<file path="src/rtl/ctx_pkg.sv">
// Shared opcode encoding and context-update function for the multi-channel CTX datapath.
package ctx_pkg;

    typedef enum logic [1:0] {
        CTX_LOAD = 2'd0,
        CTX_ADD  = 2'd1,
        CTX_XOR  = 2'd2,
        CTX_READ = 2'd3
    } ctx_op_e;

    // Callers zero-extend into this width and truncate the result back to DATA_W;
    // ADD then wraps modulo 2^DATA_W after truncation.
    localparam int CTX_MAX_W = 64;

    function automatic logic [CTX_MAX_W-1:0] ctx_apply(
        input ctx_op_e                op,
        input logic [CTX_MAX_W-1:0]   cur,
        input logic [CTX_MAX_W-1:0]   data
    );
        logic [CTX_MAX_W-1:0] res;
        case (op)
            CTX_LOAD: res = data;
            CTX_ADD:  res = cur + data;
            CTX_XOR:  res = cur ^ data;
            default:  res = cur;
        endcase
        return res;
    endfunction

endpackage

</file>
<file path="src/rtl/ctx_sync_fifo.sv">
// Synchronous FIFO with a registered head entry, so dout is valid one cycle after a push into an empty FIFO.
module ctx_sync_fifo #(
    parameter int WIDTH = 8,
    parameter int DEPTH = 4,
    localparam int AW   = $clog2(DEPTH),
    localparam int CW   = AW + 1
) (
    input  logic             clk,
    input  logic             rst,
    input  logic             push,
    input  logic [WIDTH-1:0] din,
    input  logic             pop,
    output logic             full,
    output logic             empty,
    output logic [CW-1:0]    count,
    output logic [WIDTH-1:0] dout
);

    logic [WIDTH-1:0] mem_q [DEPTH];
    logic [AW-1:0]    wr_ptr_q, wr_ptr_d;
    logic [AW-1:0]    rd_ptr_q, rd_ptr_d;
    logic [CW-1:0]    count_q, count_d;
    logic [WIDTH-1:0] head_q, head_d;
    logic             do_push, do_pop;

    assign full    = (count_q == CW'(DEPTH));
    assign empty   = (count_q == '0);
    assign do_push = push && !full;
    assign do_pop  = pop && !empty;
    assign count   = count_q;
    assign dout    = head_q;

    always_comb begin
        wr_ptr_d = wr_ptr_q + AW'(do_push);
        rd_ptr_d = rd_ptr_q + AW'(do_pop);
        count_d  = count_q + CW'(do_push) - CW'(do_pop);
        head_d   = head_q;
        // The next head is either the entry being written right now or one already in memory;
        // when the FIFO goes empty the old head is kept so dout never turns X.
        if (count_d != '0) begin
            if (do_push && (wr_ptr_q == rd_ptr_d)) begin
                head_d = din;
            end else begin
                head_d = mem_q[rd_ptr_d];
            end
        end
    end

    always_ff @(posedge clk) begin
        if (do_push) begin
            mem_q[wr_ptr_q] <= din;
        end
    end

    always_ff @(posedge clk) begin
        if (rst) begin
            wr_ptr_q <= '0;
            rd_ptr_q <= '0;
            count_q  <= '0;
            head_q   <= '0;
        end else begin
            wr_ptr_q <= wr_ptr_d;
            rd_ptr_q <= rd_ptr_d;
            count_q  <= count_d;
            head_q   <= head_d;
        end
    end

endmodule

</file>
<file path="src/rtl/ctx_mc.sv">
// Multi-channel context datapath: per-channel context registers updated by LOAD/ADD/XOR/READ,
// with each result returned through an output FIFO.
module ctx_mc
    import ctx_pkg::*;
#(
    parameter int DATA_W     = 8,
    parameter int NUM_CH     = 4,
    parameter int FIFO_DEPTH = 4,
    localparam int CH_W      = (NUM_CH > 1) ? $clog2(NUM_CH) : 1,
    localparam int CNT_W     = $clog2(FIFO_DEPTH) + 1
) (
    input  logic              clk,
    input  logic              rst,
    input  logic              in_val,
    output logic              in_rdy,
    input  logic [CH_W-1:0]   in_chan,
    input  logic [1:0]        in_op,
    input  logic [DATA_W-1:0] in_data,
    output logic              out_val,
    input  logic              out_rdy,
    output logic [CH_W-1:0]   out_chan,
    output logic [DATA_W-1:0] out_data,
    output logic [CNT_W-1:0]  fifo_cnt,
    output logic              err_chan
);

    logic [DATA_W-1:0]      ctx_q [NUM_CH];
    logic [DATA_W-1:0]      ctx_d [NUM_CH];
    logic                   err_q, err_d;
    logic                   accept, chan_ok;
    logic [NUM_CH-1:0]      ch_sel;
    logic [DATA_W-1:0]      cur_val, new_val;
    logic                   fifo_full, fifo_empty;
    logic [CH_W+DATA_W-1:0] fifo_dout;

    assign in_rdy  = !fifo_full;
    assign accept  = in_val && in_rdy;
    assign chan_ok = (32'(in_chan) < NUM_CH);

    for (genvar gi = 0; gi < NUM_CH; gi++) begin : g_sel
        assign ch_sel[gi] = (in_chan == CH_W'(gi));
    end

    // An out-of-range channel selects nothing, so no context is touched and the result is zero.
    always_comb begin
        cur_val = '0;
        for (int i = 0; i < NUM_CH; i++) begin
            if (ch_sel[i]) begin
                cur_val = ctx_q[i];
            end
        end
        new_val = chan_ok
                ? DATA_W'(ctx_apply(ctx_op_e'(in_op), CTX_MAX_W'(cur_val), CTX_MAX_W'(in_data)))
                : '0;
        for (int i = 0; i < NUM_CH; i++) begin
            ctx_d[i] = (accept && ch_sel[i]) ? new_val : ctx_q[i];
        end
        err_d = err_q || (accept && !chan_ok);
    end

    always_ff @(posedge clk) begin
        if (rst) begin
            for (int i = 0; i < NUM_CH; i++) begin
                ctx_q[i] <= '0;
            end
            err_q <= 1'b0;
        end else begin
            for (int i = 0; i < NUM_CH; i++) begin
                ctx_q[i] <= ctx_d[i];
            end
            err_q <= err_d;
        end
    end

    ctx_sync_fifo #(
        .WIDTH (CH_W + DATA_W),
        .DEPTH (FIFO_DEPTH)
    ) u_fifo (
        .clk   (clk),
        .rst   (rst),
        .push  (accept),
        .din   ({in_chan, new_val}),
        .pop   (out_rdy),
        .full  (fifo_full),
        .empty (fifo_empty),
        .count (fifo_cnt),
        .dout  (fifo_dout)
    );

    assign out_val  = !fifo_empty;
    assign out_chan = fifo_dout[CH_W+DATA_W-1 -: CH_W];
    assign out_data = fifo_dout[DATA_W-1:0];
    assign err_chan = err_q;

endmodule

</file>
<file path="config.mk">
export PLATFORM = sky130hd
export DESIGN_NAME = ctx_mc
export DESIGN_NICKNAME = d
export VERILOG_FILES = /design/src/rtl/ctx_pkg.sv /design/src/rtl/ctx_sync_fifo.sv /design/src/rtl/ctx_mc.sv
export SDC_FILE = /design/constraint.sdc
export NUM_CORES = 1
export LEC_CHECK = 0
export ABC_CLOCK_PERIOD_IN_PS = 3280
export CORE_MARGIN = 4
export CORE_UTILIZATION = 55
export CTS_BUF_LIST = sky130_fd_sc_hd__clkbuf_8
export DETAILED_ROUTE_END_ITERATION = 7
export PLACE_DENSITY = 0.9
export REMOVE_ABC_BUFFERS = 1
export SLEW_MARGIN = 20
export SYNTH_ARGS = -nofsm -noshare
export SYNTH_HDL_FRONTEND = slang
export SYNTH_SLANG_ARGS = --single-unit
</file>
<file path="constraint.sdc">
create_clock -name clk -period 3.28 [get_ports clk]
set_clock_uncertainty 0.1 [all_clocks]
set_input_delay 0.328 -clock clk [delete_from_list [all_inputs] [get_ports clk]]
set_output_delay 0.328 -clock clk [all_outputs]
set_load 0.1 [all_outputs]
</file>
=== Word-level counts from Yosys, hierarchy flattened ===
Memory sizes are Yosys's and may differ from the RTL's. A register that Yosys moved wholly into a read port is not among the register bits.
Cells that the tools add are included.

* Add/subtract/negate cells: 5
* Multipliers: 0
* Divide/modulo/power cells: 0
* $lt $le $gt $ge: 0
* Equality and inequality tests: 6
* Shift-type cells: 0
* Muxes and demuxes: 18
* Bitwise gates (word level): 5
* Reductions and logical operators: 13

{| class="wikitable"
|+ Operator list
! kind !! number
|-
| two-way mux 8 bit || 12
|-
| one-hot mux 8 bit (3 select lines) || 1
|-
| adder 8 bit || 1
|-
| bitwise XOR 8 bit || 1
|-
| logical AND 1 bit || 7
|-
| equality test 2 bit (second input constant) || 3
|-
| two-way mux 1 bit || 5
|-
| adder 2 x 1 -> 2 bit || 2
|-
| equality test 2 x 1 -> 1 bit (second input constant) || 2
|-
| zero test 2 bit || 2
|-
| bitwise OR 1 bit || 4
|-
| adder 3 x 1 -> 3 bit || 1
|-
| equality test 3 bit (second input constant) || 1
|-
| zero test 3 bit || 1
|-
| nonzero test 3 bit || 1
|-
| subtractor 3 x 1 -> 3 bit || 1
|-
| zero test 1 bit || 2
|}

* Register bits: 7
* Bits in latches: 0
* Memory bits (writable): 72
* Bits in read-only memories: 0
* Bits of input ports: 16
* Output and inout bits: 16
* Memories kept: 2

{| class="wikitable"
|+ Memory list
! memory !! depth !! width !! read ports !! clocked after Yosys merged registers in !! wr ports !! line !! RTL
|-
| u_fifo.mem_q || 4 || 10 || 1 || 1 || 1 || ctx_sync_fifo.sv:19 || <nowiki>logic [WIDTH-1:0] mem_q [DEPTH];</nowiki>
|-
| ctx_q || 4 || 8 || 4 || 0 || 4 || ctx_mc.sv:27 || <nowiki>logic [DATA_W-1:0] ctx_q [NUM_CH];</nowiki>
|}

=== Logic depth before layout (Yosys ltp) ===
* Depth in word-level cells: 9
* Gate-level depth with buffers: 13
* Mapped depth without buffers: 13

=== Modules after synthesis ===
Synthesis repeated with hierarchy kept, for this count alone.

* Cell total of the unflattened synthesis: 421
* Area, all modules: 4708.3 um2

{| class="wikitable"
|+ By module, submodules not included
! module !! times used !! cells an instance !! area an instance (um2)
|-
| ctx_sync_fifo || 1 || 174 || 2511.2
|-
| ctx_mc || 1 || 247 || 2197.1
|}

=== Worst setup path before layout ===
Ideal clock, no wire load.

* Path type: reg2reg
* Start: reg u_fifo.count_q[1], in the netlist u_fifo.count[1]
* End: reg u_fifo.head_q[0], in the netlist u_fifo.dout[0], read port of u_fifo.mem_q
* Library setup time: 0.086 ns
* Arrival: 4.043 ns
* Required time: 3.094 ns
* Slack: -0.948 ns
* Cell stages (with the launch flop): 14
* Buffers on the path: 1
* Cell sequence: dfxtp_1 -> or3_1 -> and2_1 -> ha_1 -> inv_1 -> ha_1 -> inv_1 -> fa_1 -> xor2_1 -> xnor2_1 -> nand3b_1 -> clkbuf_1 -> nor2_1 -> a211oi_1

{| class="wikitable"
|+ RTL lines
! element !! line !! RTL
|-
| from (decl) || ctx_sync_fifo.sv:22 || <nowiki>logic [CW-1:0] count_q, count_d;</nowiki>
|-
| from (signal assigned) || ctx_sync_fifo.sv:64 || <nowiki>count_q <= count_d;</nowiki>
|-
| zero test 3 bit * || ctx_sync_fifo.sv:27 || <nowiki>assign empty = (count_q == '0);</nowiki>
|-
| zero test 1 bit * || - ||
|-
| named net out_val || ctx_mc.sv:19 || <nowiki>output logic out_val,</nowiki>
|-
| logical AND 1 bit * || ctx_sync_fifo.sv:29 || <nowiki>assign do_pop = pop && !empty;</nowiki>
|-
| subtractor 3 x 1 -> 3 bit || ctx_sync_fifo.sv:36 || <nowiki>count_d = count_q + CW'(do_push) - CW'(do_pop);</nowiki>
|-
| nonzero test 3 bit || ctx_sync_fifo.sv:40 || <nowiki>if (count_d != '0) begin</nowiki>
|-
| to (decl) || ctx_sync_fifo.sv:23 || <nowiki>logic [WIDTH-1:0] head_q, head_d;</nowiki>
|}

The timed path passes the listed nets; every way through them passes the cells marked *.
A chain may end at the register's enable or synchronous reset.

==> run_results.csv <==
group,metric,value,unit
timing,max-slew-margin-rel,32.9,%
timing,max_freq,318,MHz
grt,antenna_found_initial,0,
power,leakagePower,1.90,nW
yosys,synth_top_area_share,28.6,%
worst_setup_path,path_max_fanout,9,
clock_network,clock-sinks,89,
detailed_routing,viasPerCell,6.33,
clock_network,clkTransAtPathRegs,0.09,ns
worst_setup_path,ff2ff_setup_slack,0.26,ns
timing,finalHoldViolCount,0,
timing,fin_crit,3.15,ns
yosys,syn-cell-area,4190,um2
die,initial_core_util,57.2,%
timing,worst_pin_slew,1.00,ns
yosys,yosysSeqAreaShare,52.0,%
power,clock_power_share,17.4,%
yosys,synthTopCellsByCount,"49 x dfxtp_1, 40 x edfxtp_1, 36 x nand2_1, 34 x nor2_1",
clock_network,cts_resized,0,
run_status,status,"finished, final reports clean",
power,intPower,2.28,mW
yosys,synth-edff-count,40,
layout,ff_latch_area,2180,um2
power,p_switching,1.67,mW
clock_network,post_cts_buffers,0,
job,maxCapViolations,0,
placed_design,numPortBuffers,30,
timing,rsz0062_at_grt,"false",
hold_path,hold_start,"ctx_q[1][4]",
detailed_routing,vias,3202,
clock_network,root_buffer,"clkbuf_8",
clock_network,cts_made_buffers,9,
timing,slew_viol_final,0,
worst_setup_path,crit_type,"input port to register",
clock_network,cts_tree,"done",
clock_network,htreeDepth,3,
clock_network,insertion_delay,0.36,ns
placed_design,gp_congestion,0.876,
power,ir_drop,0.000427,V
layout,nets,434,
detailed_routing,drt-initial-drc-count,325,
yosys,yosysWarningCount,0,
yosys,syn-mean-instance-area,11.9,um2
worst_setup_path,startpoint_type,"input port",
die,io_pins,32,
die,core-area,7330,um2
layout,antennaDiodeCount,0,
worst_setup_path,end_kind,"register",
die,die_width,95.3,um
detailed_routing,drt_wl_total,10200,um
power,power.density,797,nW/um2
grt,grt_start_max_net_pins,36,
yosys,synth_area_leader_cell,"edfxtp_1",
placed_design,hpwl,7010,um
detailed_routing,first_pass_iters,5,
worst_setup_path,cp.required,3.41,ns
layout,drive_gt1_share,17.9,%
worst_setup_path,rr_startpoint,"u_fifo.count[1]",
detailed_routing,drtAntennaViolNets,0,
timing,period_share,95.9,%
timing,whs,0.365,ns
die,die_h,95.3,um
yosys,synthArstFlopShare,0,%
timing,setup_violations,0,
die,rows,31,
placed_design,dp.cells,489,
clock_network,clockBufferDepth,2,
layout,syn_to_final_growth,18.2,%
layout,multi_input_area,1910,um2
worst_setup_path,reg2reg_depth,12,
detailed_routing,drc,0,
grt,grt_pass1_vias,3209,
hold_path,hold_depth,2,
yosys,synthCells,351,
power,p_seq_share,35.9,%
layout,fill_cells,488,
yosys,ys_top_cells_by_area,"edfxtp_1 29%, dfxtp_1 23%, mux4_2 11%, mux2i_1 4.5%, ha_1 4.2%",
layout,fin_util,67.6,%
hold_path,hold_path_class,"register to register",
power,power_frac_comb,46.8,%
yosys,synth_flop_cell,"dfxtp_1",
grt,grt-ovfl-total,0,
grt,track_usage,23.8,%
power,switching_share,42.3,%
yosys,ys_types,49,
grt,grt_pass1_wl,15900,um
worst_setup_path,r2r_end,"u_fifo.dout[9]",
worst_setup_path,arrival,3.28,ns
clock_network,hold_buffers,0,
die,fp.dieArea,9080,um2
yosys,synth.most_common_cell,"dfxtp_1",
detailed_routing,wire_per_inst,20.2,um
hold_path,hold_path_end,"ctx_q[1][4]",
layout,layoutNonFillerInstCount,506,
yosys,ys_ff_latch,89,
## cells by family after synthesis
logic type	after synthesis	synth area share, %
AO/OA/AOI/OAI	55	8.48
XOR/XNOR	9	1.88
adder cells (fa/ha/maj)	16	5.13
buffers and inverters	28	3.07
flip-flops	89	52.0
multiplexers	42	16.7
other	1	0.0894
AND/OR/NAND/NOR	111	12.6
## metrics by stage
stage | area [um2] | setup TNS, ns | power, mW | setup slack (ns)
after floorplan | 4090 | -9.95 | 2.74 | -1.09
after global placement | 4750 | -1.50 | 3.18 | -0.125
after detailed placement | 4750 | -3.90 | 3.26 | -0.201
after CTS | 4930 | 0 | 3.94 | 0.166
after global routing | 4950 | 0 | 4.14 | 0.0327
final | 4950 | 0 | 3.95 | 0.133
## power groups by stage
| stage | clock network (mW) | logic (mW) | registers, mW |
|---|---|---|---|
| final | 0.686 | 1.85 | 1.42 |
| after global placement | 0 | 1.75 | 1.43 |
| after global routing | 0.748 | 1.96 | 1.43 |
| after CTS | 0.688 | 1.84 | 1.42 |
| after detailed placement | 0 | 1.82 | 1.44 |
| after floorplan | 0 | 0.891 | 1.85 |
## per-layer routing
metal	GRT usage, %	wire length [um]	vias to the layer above
met4	11.1	394	0
met3	5.52	711	40
met2	41.4	5280	192
li1	-	-	1390
met5	0	0	-
met1	27.7	3830	1580
## placed cells by master (no fill, tap or decap), types with 2 or more instances in the layout
master           count
nor2_1              34
a21o_1               3
a21oi_1             21
o31ai_1              3
nand2_1             36
inv_6                4
nand4_1              2
nand3b_1             3
and2_1               4
and3_1               4
a211oi_1            13
dfxtp_1             49
mux4_2              21
a31oi_1              4
edfxtp_1            40
xnor2_1              5
nand3_1              7
mux4_1               2
mux2i_1             19
ha_1                14
o21ai_0              3
xor2_1               4
inv_1                5
or2_2                2
or3_1                2
nor3_1               4
clkdlybuf4s50_1     30
nor2b_1              5
clkbuf_8             9
fa_1                 2
buf_4               29
and3b_1              3
clkinv_1             3
## flip-flops by register name (all words and copies together), names as in the netlist
signal           cells
u_fifo.dout         10
u_fifo.count         3
u_fifo.rd_ptr_q      2
u_fifo.wr_ptr_q      2
ctx_q               32
u_fifo.mem_q        40
## worst max-delay path, cell delays in order
cell,delay (ns)
clkdlybuf4s50_1,0.50
mux4_2,0.53
ha_1,0.25
fa_1,0.41
a21o_1,0.19
a21oi_1,0.17
xnor2_1,0.08
mux4_2,0.57
mux2i_1,0.19
nor2_1,0.06
## area by class of cell
cell class                 instances  area share [%]
clock buffer                       9            2.50
clock inverter                     7            1.06
inverter                           7           0.530
multi-input combinational        235            38.5
sequential                        89            44.0
tap                               99            2.50
timing repair buffer              60            10.9
## how the worst max path moves through the flow
stage	from	endpoint	slack, ns	depth (start not counted)
3_5_place_dp	in_chan[0]	u_fifo.dout[4]	-0.20	10
5_1_grt	in_chan[0]	u_fifo.dout[3]	0.03	10
3_3_place_gp	in_chan[0]	u_fifo.dout[4]	-0.13	10
4_1_cts	in_chan[0]	ctx_q[0][4]	0.17	10
2_1_floorplan	u_fifo.count[1]	u_fifo.dout[7]	-1.09	13
6_report	in_chan[0]	ctx_q[0][4]	0.13	10
Power figures use the tool's default switching activity.
